**config.mk**
```make
export PLATFORM = sky130hd
export DESIGN_NAME = fetch_branch_gate_flat
export DESIGN_NICKNAME = d
export VERILOG_FILES = /design/src/rtl/fetch_branch_gate_pkg.sv /design/src/rtl/fetch_branch_gate_if.sv /design/src/rtl/fetch_branch_gate_spec_counter.sv /design/src/rtl/fetch_branch_gate.sv /design/src/flat_wrapper.sv
export SDC_FILE = /design/constraint.sdc
export NUM_CORES = 1
export LEC_CHECK = 0
export ABC_AREA = 1
export CAP_MARGIN = 40
export CORE_AREA = 2 2 107 88
export DETAILED_ROUTE_END_ITERATION = 8
export DIE_AREA = 0 0 109 90
export GPL_TIMING_DRIVEN = 0
export PLACE_DENSITY = 0.78
export SKIP_LAST_GASP = 1
export SYNTH_ARGS = -nofsm -noshare
export SYNTH_HDL_FRONTEND = slang
export SYNTH_SLANG_ARGS = --single-unit
export TNS_END_PERCENT = 100
```
**constraint.sdc**
```tcl
create_clock -name clock -period 3.4 [get_ports clock]
set_clock_uncertainty 0.15 [all_clocks]
set_input_delay 1.02 -clock clock [delete_from_list [all_inputs] [get_ports clock]]
set_output_delay 1.02 -clock clock [all_outputs]
set_load 0.005 [all_outputs]
```
**src/rtl/fetch_branch_gate_pkg.sv**
```systemverilog
// fetch_gate_pkg: shared definitions for the fetch-to-decode branch gate.
//   fetch_gate_state_e : gate FSM states
//   PC_W_DEF / SPEC_CNT_W_DEF : default widths for the gate and its interface
//   TRUE / FALSE : single-bit constants used in control logic
package fetch_gate_pkg;

    localparam int PC_W_DEF       = 32;
    localparam int SPEC_CNT_W_DEF = 4;

    localparam logic TRUE  = 1'b1;
    localparam logic FALSE = 1'b0;

    typedef enum logic [1:0] {
        FG_IDLE,
        FG_SPEC,
        FG_REDIRECT
    } fetch_gate_state_e;

endpackage

```
**src/rtl/fetch_branch_gate_if.sv**
```systemverilog
// fetch_branch_gate_if: fetch / decode / branch-resolution signals of the gate.
//   master : the environment (fetch stage, decode, resolution unit)
//   slave  : the gate itself
//   fetch  -> gate : if_valid, if_pc, if_is_branch, if_target
//   gate   -> fetch: if_stall, redirect_valid, redirect_pc
//   gate   -> decode: id_valid, id_pc, id_spec, squash, spec_count
//   bru   <-> gate : bru_busy, bru_kill, bru_resolve, branch_detected
interface fetch_branch_gate_if
    import fetch_gate_pkg::*;
#(
    parameter int PC_W       = PC_W_DEF,
    parameter int SPEC_CNT_W = SPEC_CNT_W_DEF
);
    logic                  if_valid;
    logic [PC_W-1:0]       if_pc;
    logic                  if_is_branch;
    logic [PC_W-1:0]       if_target;
    logic                  if_stall;
    logic                  id_valid;
    logic [PC_W-1:0]       id_pc;
    logic                  id_spec;
    logic                  branch_detected;
    logic                  bru_busy;
    logic                  bru_kill;
    logic                  bru_resolve;
    logic                  redirect_valid;
    logic [PC_W-1:0]       redirect_pc;
    logic                  squash;
    logic [SPEC_CNT_W-1:0] spec_count;

    modport master (
        output if_valid, if_pc, if_is_branch, if_target,
        output bru_busy, bru_kill, bru_resolve,
        input  if_stall, id_valid, id_pc, id_spec, branch_detected,
        input  redirect_valid, redirect_pc, squash, spec_count
    );

    modport slave (
        input  if_valid, if_pc, if_is_branch, if_target,
        input  bru_busy, bru_kill, bru_resolve,
        output if_stall, id_valid, id_pc, id_spec, branch_detected,
        output redirect_valid, redirect_pc, squash, spec_count
    );

endinterface

```
**src/rtl/fetch_branch_gate_spec_counter.sv**
```systemverilog
// spec_counter: saturating up-counter of speculative instructions.
//   clock, reset_n : clock, async active-low reset
//   clr            : zero the counter (wins over inc)
//   inc            : increment, ignored once saturated
//   count          : current value
//   sat            : count is at its maximum (all ones)
module spec_counter #(
    parameter int SPEC_CNT_W = 4
) (
    input  logic                  clock,
    input  logic                  reset_n,
    input  logic                  clr,
    input  logic                  inc,
    output logic [SPEC_CNT_W-1:0] count,
    output logic                  sat
);

    assign sat = (count == {SPEC_CNT_W{1'b1}});

    always_ff @(posedge clock or negedge reset_n) begin
        if (!reset_n) begin
            count <= '0;
        end else if (clr) begin
            count <= '0;
        end else if (inc && !sat) begin
            count <= count + 1'b1;
        end
    end

endmodule

```
**src/rtl/fetch_branch_gate.sv**
```systemverilog
// fetch_branch_gate: forwards fetched instructions to decode, speculating
// not-taken past one conditional branch; squashes and redirects on a kill.
//   clock, reset_n : clock, async active-low reset
//   bus (slave)    : fetch inputs, decode outputs, resolution-unit handshake
//
// state       | meaning
// FG_IDLE     | no branch outstanding; instructions delivered non-speculative
// FG_SPEC     | one branch outstanding; later instructions marked id_spec
// FG_REDIRECT | kill seen last cycle; fetch held while it loads redirect_pc
module fetch_branch_gate
    import fetch_gate_pkg::*;
#(
    parameter int PC_W       = PC_W_DEF,
    parameter int SPEC_CNT_W = SPEC_CNT_W_DEF
) (
    input logic                clock,
    input logic                reset_n,
    fetch_branch_gate_if.slave bus
);

    fetch_gate_state_e state_q, state_nxt;

    logic                  accept;
    logic                  accept_spec;
    logic                  branch_take;
    logic                  kill_take;
    logic                  cnt_clr;
    logic                  cnt_inc;
    logic                  cnt_sat;
    logic                  stall;
    logic [SPEC_CNT_W-1:0] cnt_q;

    spec_counter #(.SPEC_CNT_W(SPEC_CNT_W)) u_spec_counter (
        .clock   (clock),
        .reset_n (reset_n),
        .clr     (cnt_clr),
        .inc     (cnt_inc),
        .count   (cnt_q),
        .sat     (cnt_sat)
    );

    always_comb begin
        state_nxt   = state_q;
        accept      = FALSE;
        accept_spec = FALSE;
        branch_take = FALSE;
        kill_take   = FALSE;
        cnt_clr     = FALSE;
        cnt_inc     = FALSE;
        stall       = FALSE;
        case (state_q)
            FG_IDLE: begin
                if (bus.if_valid) begin
                    if (!bus.if_is_branch) begin
                        accept = TRUE;
                    end else if (bus.bru_busy) begin
                        stall = TRUE;
                    end else begin
                        accept      = TRUE;
                        branch_take = TRUE;
                        cnt_clr     = TRUE;
                        state_nxt   = FG_SPEC;
                    end
                end
            end
            FG_SPEC: begin
                if (bus.bru_kill) begin
                    // presented instruction is dropped, not stalled
                    kill_take = TRUE;
                    cnt_clr   = TRUE;
                    state_nxt = FG_REDIRECT;
                end else if (bus.bru_resolve) begin
                    // back to IDLE rules, but a branch cannot start a new
                    // speculation in the same cycle the old one retires
                    cnt_clr   = TRUE;
                    state_nxt = FG_IDLE;
                    if (bus.if_valid) begin
                        if (bus.if_is_branch) begin
                            stall = TRUE;
                        end else begin
                            accept = TRUE;
                        end
                    end
                end else if (bus.if_valid) begin
                    if (bus.if_is_branch || cnt_sat) begin
                        stall = TRUE;
                    end else begin
                        accept      = TRUE;
                        accept_spec = TRUE;
                        cnt_inc     = TRUE;
                    end
                end
            end
            FG_REDIRECT: begin
                stall     = TRUE;
                state_nxt = FG_IDLE;
            end
            default: begin
                state_nxt = FG_IDLE;
            end
        endcase
    end

    assign bus.if_stall   = stall;
    assign bus.spec_count = cnt_q;

    always_ff @(posedge clock or negedge reset_n) begin
        if (!reset_n) begin
            state_q             <= FG_IDLE;
            bus.id_valid        <= FALSE;
            bus.id_pc           <= '0;
            bus.id_spec         <= FALSE;
            bus.branch_detected <= FALSE;
            bus.redirect_valid  <= FALSE;
            bus.redirect_pc     <= '0;
            bus.squash          <= FALSE;
        end else begin
            state_q             <= state_nxt;
            bus.id_valid        <= accept;
            bus.id_spec         <= accept_spec;
            bus.branch_detected <= branch_take;
            bus.redirect_valid  <= kill_take;
            bus.squash          <= kill_take;
            if (accept) begin
                bus.id_pc <= bus.if_pc;
            end
            if (branch_take) begin
                bus.redirect_pc <= bus.if_target;
            end
        end
    end

endmodule

```
**src/flat_wrapper.sv**
```systemverilog
// flat-port wrapper written by rule: the top's interface ports become plain ports
module fetch_branch_gate_flat import fetch_gate_pkg::*;
#(
    parameter int PC_W       = PC_W_DEF,
    parameter int SPEC_CNT_W = SPEC_CNT_W_DEF
)
  (clock, reset_n, bus_if_valid, bus_if_pc, bus_if_is_branch, bus_if_target, bus_bru_busy, bus_bru_kill, bus_bru_resolve, bus_if_stall, bus_id_valid, bus_id_pc, bus_id_spec, bus_branch_detected, bus_redirect_valid, bus_redirect_pc, bus_squash, bus_spec_count);
  fetch_branch_gate_if #(.PC_W(PC_W), .SPEC_CNT_W(SPEC_CNT_W)) bus_i ();
  input logic clock;
  input logic reset_n;
  input wire logic [$bits(bus_i.if_valid)-1:0] bus_if_valid;
  input wire logic [$bits(bus_i.if_pc)-1:0] bus_if_pc;
  input wire logic [$bits(bus_i.if_is_branch)-1:0] bus_if_is_branch;
  input wire logic [$bits(bus_i.if_target)-1:0] bus_if_target;
  input wire logic [$bits(bus_i.bru_busy)-1:0] bus_bru_busy;
  input wire logic [$bits(bus_i.bru_kill)-1:0] bus_bru_kill;
  input wire logic [$bits(bus_i.bru_resolve)-1:0] bus_bru_resolve;
  output wire logic [$bits(bus_i.if_stall)-1:0] bus_if_stall;
  output wire logic [$bits(bus_i.id_valid)-1:0] bus_id_valid;
  output wire logic [$bits(bus_i.id_pc)-1:0] bus_id_pc;
  output wire logic [$bits(bus_i.id_spec)-1:0] bus_id_spec;
  output wire logic [$bits(bus_i.branch_detected)-1:0] bus_branch_detected;
  output wire logic [$bits(bus_i.redirect_valid)-1:0] bus_redirect_valid;
  output wire logic [$bits(bus_i.redirect_pc)-1:0] bus_redirect_pc;
  output wire logic [$bits(bus_i.squash)-1:0] bus_squash;
  output wire logic [$bits(bus_i.spec_count)-1:0] bus_spec_count;
  assign bus_i.if_valid = bus_if_valid;
  assign bus_i.if_pc = bus_if_pc;
  assign bus_i.if_is_branch = bus_if_is_branch;
  assign bus_i.if_target = bus_if_target;
  assign bus_i.bru_busy = bus_bru_busy;
  assign bus_i.bru_kill = bus_bru_kill;
  assign bus_i.bru_resolve = bus_bru_resolve;
  assign bus_if_stall = bus_i.if_stall;
  assign bus_id_valid = bus_i.id_valid;
  assign bus_id_pc = bus_i.id_pc;
  assign bus_id_spec = bus_i.id_spec;
  assign bus_branch_detected = bus_i.branch_detected;
  assign bus_redirect_valid = bus_i.redirect_valid;
  assign bus_redirect_pc = bus_i.redirect_pc;
  assign bus_squash = bus_i.squash;
  assign bus_spec_count = bus_i.spec_count;
  fetch_branch_gate #(.PC_W(PC_W), .SPEC_CNT_W(SPEC_CNT_W)) u_core (.clock(clock), .reset_n(reset_n), .bus(bus_i));
endmodule
```
==> results.md <==
Status:
- The flow ran to the end, and the final reports show no timing, DRC or antenna violations.

GRT:
- In the global route stage, overall resource usage came out at 0.168.
- The pin count of the biggest net entering global routing is 39.
- The global-route wire length before repair is 13000 microns.
- The initial antenna violation count is 0.
- After global routing the overflow that remains totals 0.
- The number of global-route vias before repair is 2681.

Setup path:
- The most prevalent standard cell on the critical path is nand2_1.
- The required time at the worst-slack endpoint is 2.23 ns.
- The classification of the worst setup path is input pin to output port.
- The critical path data arrival time is 2.11 ns.
- The biggest fanout along the worst timing path is 4.
- For this design, the slowest cell found on the critical path is clkdlybuf4s50_1.
- The signal on the critical path passes through clkdlybuf4s50_1 > inv_1 > nand2_1 > nor2_2 > nand2_1 > o21ai_2 > clkdlybuf4s15_1.
- The worst-case register-to-register setup slack is 1.74 ns.
- The startpoint kind of the worst setup timing path is an input pin.
- The delay of the slowest cell on the worst path is 0.42 ns.
- The kind of end point of the critical path is an output port.

STA:
- At the pin with the least slew margin, the transition time is 0.499 ns.
- In the finished design, the share of the clock period the worst path needs comes to 0.966.
- Headroom to the max-slew limit came out at 0.667.
- In the final timing run, aggregate negative setup slack is 0 ns.
- The max-slew violation count is 0.
- The worst-case hold slack is 0.324 ns.
- Setup repair after global routing left no endpoint under its margin.
- The maximum clock frequency is 0.304 GHz.
- The final worst slack is 0.115 ns.
- Setup violations remaining at the end of the flow were counted as 0.
- The final critical path time including I/O delays and setup is 3.28 ns.
- The number of failing hold endpoints at the final stage is 0.

Placed design:
- The placed instances occupy a cell area of 4600 sq um.
- The total placed cells including tap cells is 600.
- Input and output buffers added on the ports amount to 144.
- The placed wire-length estimate after detailed placement is 5970 microns.
- The final weighted congestion of routability-driven global placement is 0.897.
- Timing analysis after detailed placement gives a worst setup slack of -0.333 ns.

Clocking:
- The maximum clock path buffer count is 2.
- The CTS root buffer is clkbuf_8.
- The clock sink total is 74.
- TritonCTS built the clock tree.
- The number of clock buffers added by TritonCTS is 9.
- The count of H-tree levels built during CTS is 3.
- After clock tree synthesis, the clock-pin slew on the worst setup and hold paths is 0.08 ns.
- The clock latency on the worst-skew pair is 0.34 ns.
- Buffers added to address setup during post-CTS repair amount to 0.

Routing:
- The detailed router's first-iteration violation count is 124.
- The number of nets still failing antenna checks after routing is 0.
- The final wirelength is 8040 microns.
- The total vias in the final route is 2797.
- The iteration count of the initial detailed-routing pass is 6.
- The average via count per standard cell is 4.54.
- The routed length per placed instance is 13.0 microns.
- The residual DRC count is 0.

Logic synthesis:
- The netlist area before placement is 3000 sq um.
- Counting flops and latches in the post-synthesis netlist gives 74.
- For this run, the register share of the synthesized area comes to 0.618.
- The post-synthesis cell count is 340.
- The Yosys step of the flow raised 0 warnings.
- Averaged over all synthesized cells, the footprint is 8.81 sq um.
- The number of nets in the synthesized netlist is 412.
- Yosys mapped the design onto 19 distinct sky130hd cell types.

Hold path:
- In this run the worst hold path is classified as flop to flop.

Floorplanning:
- The die area is 9810 sq um.
- The vertical die dimension is 90 microns.
- The area inside the core boundary is 8800 sq um.
- The I/O pin total is 145.
- The number of cell rows is 31.
- In this run the horizontal extent of the chip is 109 microns.
- The starting density of the core is 0.340.

Finish:
- The area growth from synthesis to final layout is 62.1%.
- The fraction of the core area covered by cells at the end of the flow is 0.552.
- Of the cells placed in the final design, the portion with a size suffix greater than 1 is 0.0798.
- For this run, the post-layout net count is 568.
- The count of cells in the finished layout, fillers not included, comes to 616.
- The repair_antennas step left the layout with diodes totalling 0.
- The final cell area excluding filler cells is 4860 sq um.

Pwr:
- Summed over all cells, the static leakage comes to 2.39 nW.
- The total power of the final layout is 2.54 mW.
- Dividing total power by cell area gives a power density of 523 nW/um^2.
- The worst IR drop on VDD is 228 uV.

Run:
- Across the run, the number of max-cap violations was 0.
[kinds of logic after synthesis]
family | after synthesis | share of synthesized area
AO/OA/AOI/OAI | 2 | 0.00334
XOR/XNOR | 1 | 0.00292
adder cells (fa/ha/maj) | 1 | 0.00417
buffers and inverters | 27 | 0.0476
flip-flops | 74 | 0.618
AND/OR/NAND/NOR | 235 | 0.324
[flip-flops by register name, indices dropped and copies added (netlist names)]
register,count
u_core.bus.redirect_valid,1
u_core.u_spec_counter.count,4
u_core.bus.id_valid,1
u_core.bus.branch_detected,1
u_core.bus.id_pc,32
u_core.bus.id_spec,1
u_core.bus.redirect_pc,32
u_core.state_q,2
[critical path, delay by kind of cell]
| family | cells | cell delay [ns] |
|---|---|---|
| AOI/OAI and AO/OA | 1 | 0.06 |
| buffers and inverters | 3 | 0.76 |
| and+or+nand+nor | 3 | 0.28 |
[repair_timing]
item | in CTS | in global routing
hold buffers | 0 | 0
setup endpoints to repair | 1 | 1
resized for setup | 4 | 3
[report_power, final]
group	switching, mW	internal, mW	leakage, nW
combinational	0.217	0.376	1.34
clock	0.323	0.528	0.123
sequential	0.0794	1.02	0.933
total	0.620	1.92	2.39
[layout make-up]
cell class	count	area, sq um
clock buffers	12	155
inverters	11	41.3
fillers	805	3950
repair buffers	145	1460
multi-input cells	239	1010
well taps	115	144
plain buffers	16	101
flip-flops and latches	74	1850
clock inverters	4	97.6
[layer usage]
| metal | part of all wire | vias up | global-route usage |
|---|---|---|---|
| met5 | 0 | - | 0 |
| met4 | 0.013 | 0 | 0.0556 |
| met3 | 0.084 | 13 | 0.0587 |
| met2 | 0.45 | 108 | 0.261 |
| met1 | 0.45 | 1303 | 0.217 |
| li1 | - | 1373 | - |
[Yosys cell counts]
library cell / number / share of area
nand2_4: 1 / 0.0038
nand3b_1: 1 / 0.0025
buf_6: 3 / 0.011
buf_4: 1 / 0.0025
o21ai_0: 2 / 0.0033
inv_1: 10 / 0.013
nor2_2: 1 / 0.0021
nor2_4: 1 / 0.0038
nand2_2: 1 / 0.0021
inv_2: 1 / 0.0013
xor2_1: 1 / 0.0029
nand2_1: 175 / 0.22
ha_1: 1 / 0.0042
buf_2: 12 / 0.020
nand3_1: 43 / 0.072
dfrtp_1: 74 / 0.62
nand4_1: 2 / 0.0042
nand3_2: 1 / 0.0033
nor2_1: 9 / 0.011
[cell usage in the layout, fill, tap and decap left out]
cell type	n
clkinvlp_4	1
nand2_2	1
buf_6	3
nand3b_1	1
inv_1	10
nand3_1	43
nand3_2	1
nand2_4	1
inv_2	1
nand2_1	175
o21ai_1	1
nand4_1	2
dfrtp_1	74
nor2_1	9
buf_2	12
clkdlybuf4s50_1	140
ha_1	1
o21ai_2	1
nor2_2	1
xor2_1	1
buf_12	1
clkbuf_8	11
nor2_4	1
clkdlybuf4s15_1	1
buf_4	2
clkbuf_1	1
bufinv_16	3
dlygate4sd2_1	1
dlymetal6s2s_1	1
[final timing paths]
| check | startpoint | endpoint | depth (start not counted) |
|---|---|---|---|
| setup / recovery | bus_bru_kill | bus_if_stall | 7 |
| setup reg to reg | u_core.u_spec_counter.count[0]$_DFFE_PN0P_ | u_core.bus.id_pc[16]$_DFFE_PN0P_ | 6 |
| min in group asynchronous | reset_n | u_core.bus.redirect_pc[31]$_DFFE_PN0P_ | 1 |
| max in group asynchronous | reset_n | u_core.bus.redirect_pc[18]$_DFFE_PN0P_ | 2 |
| hold / removal | u_core.bus.redirect_pc[20]$_DFFE_PN0P_ | u_core.bus.redirect_pc[20]$_DFFE_PN0P_ | 2 |
| hold reg to reg | u_core.bus.redirect_pc[20]$_DFFE_PN0P_ | u_core.bus.redirect_pc[20]$_DFFE_PN0P_ | 2 |
Power figures use the tool's default switching activity.
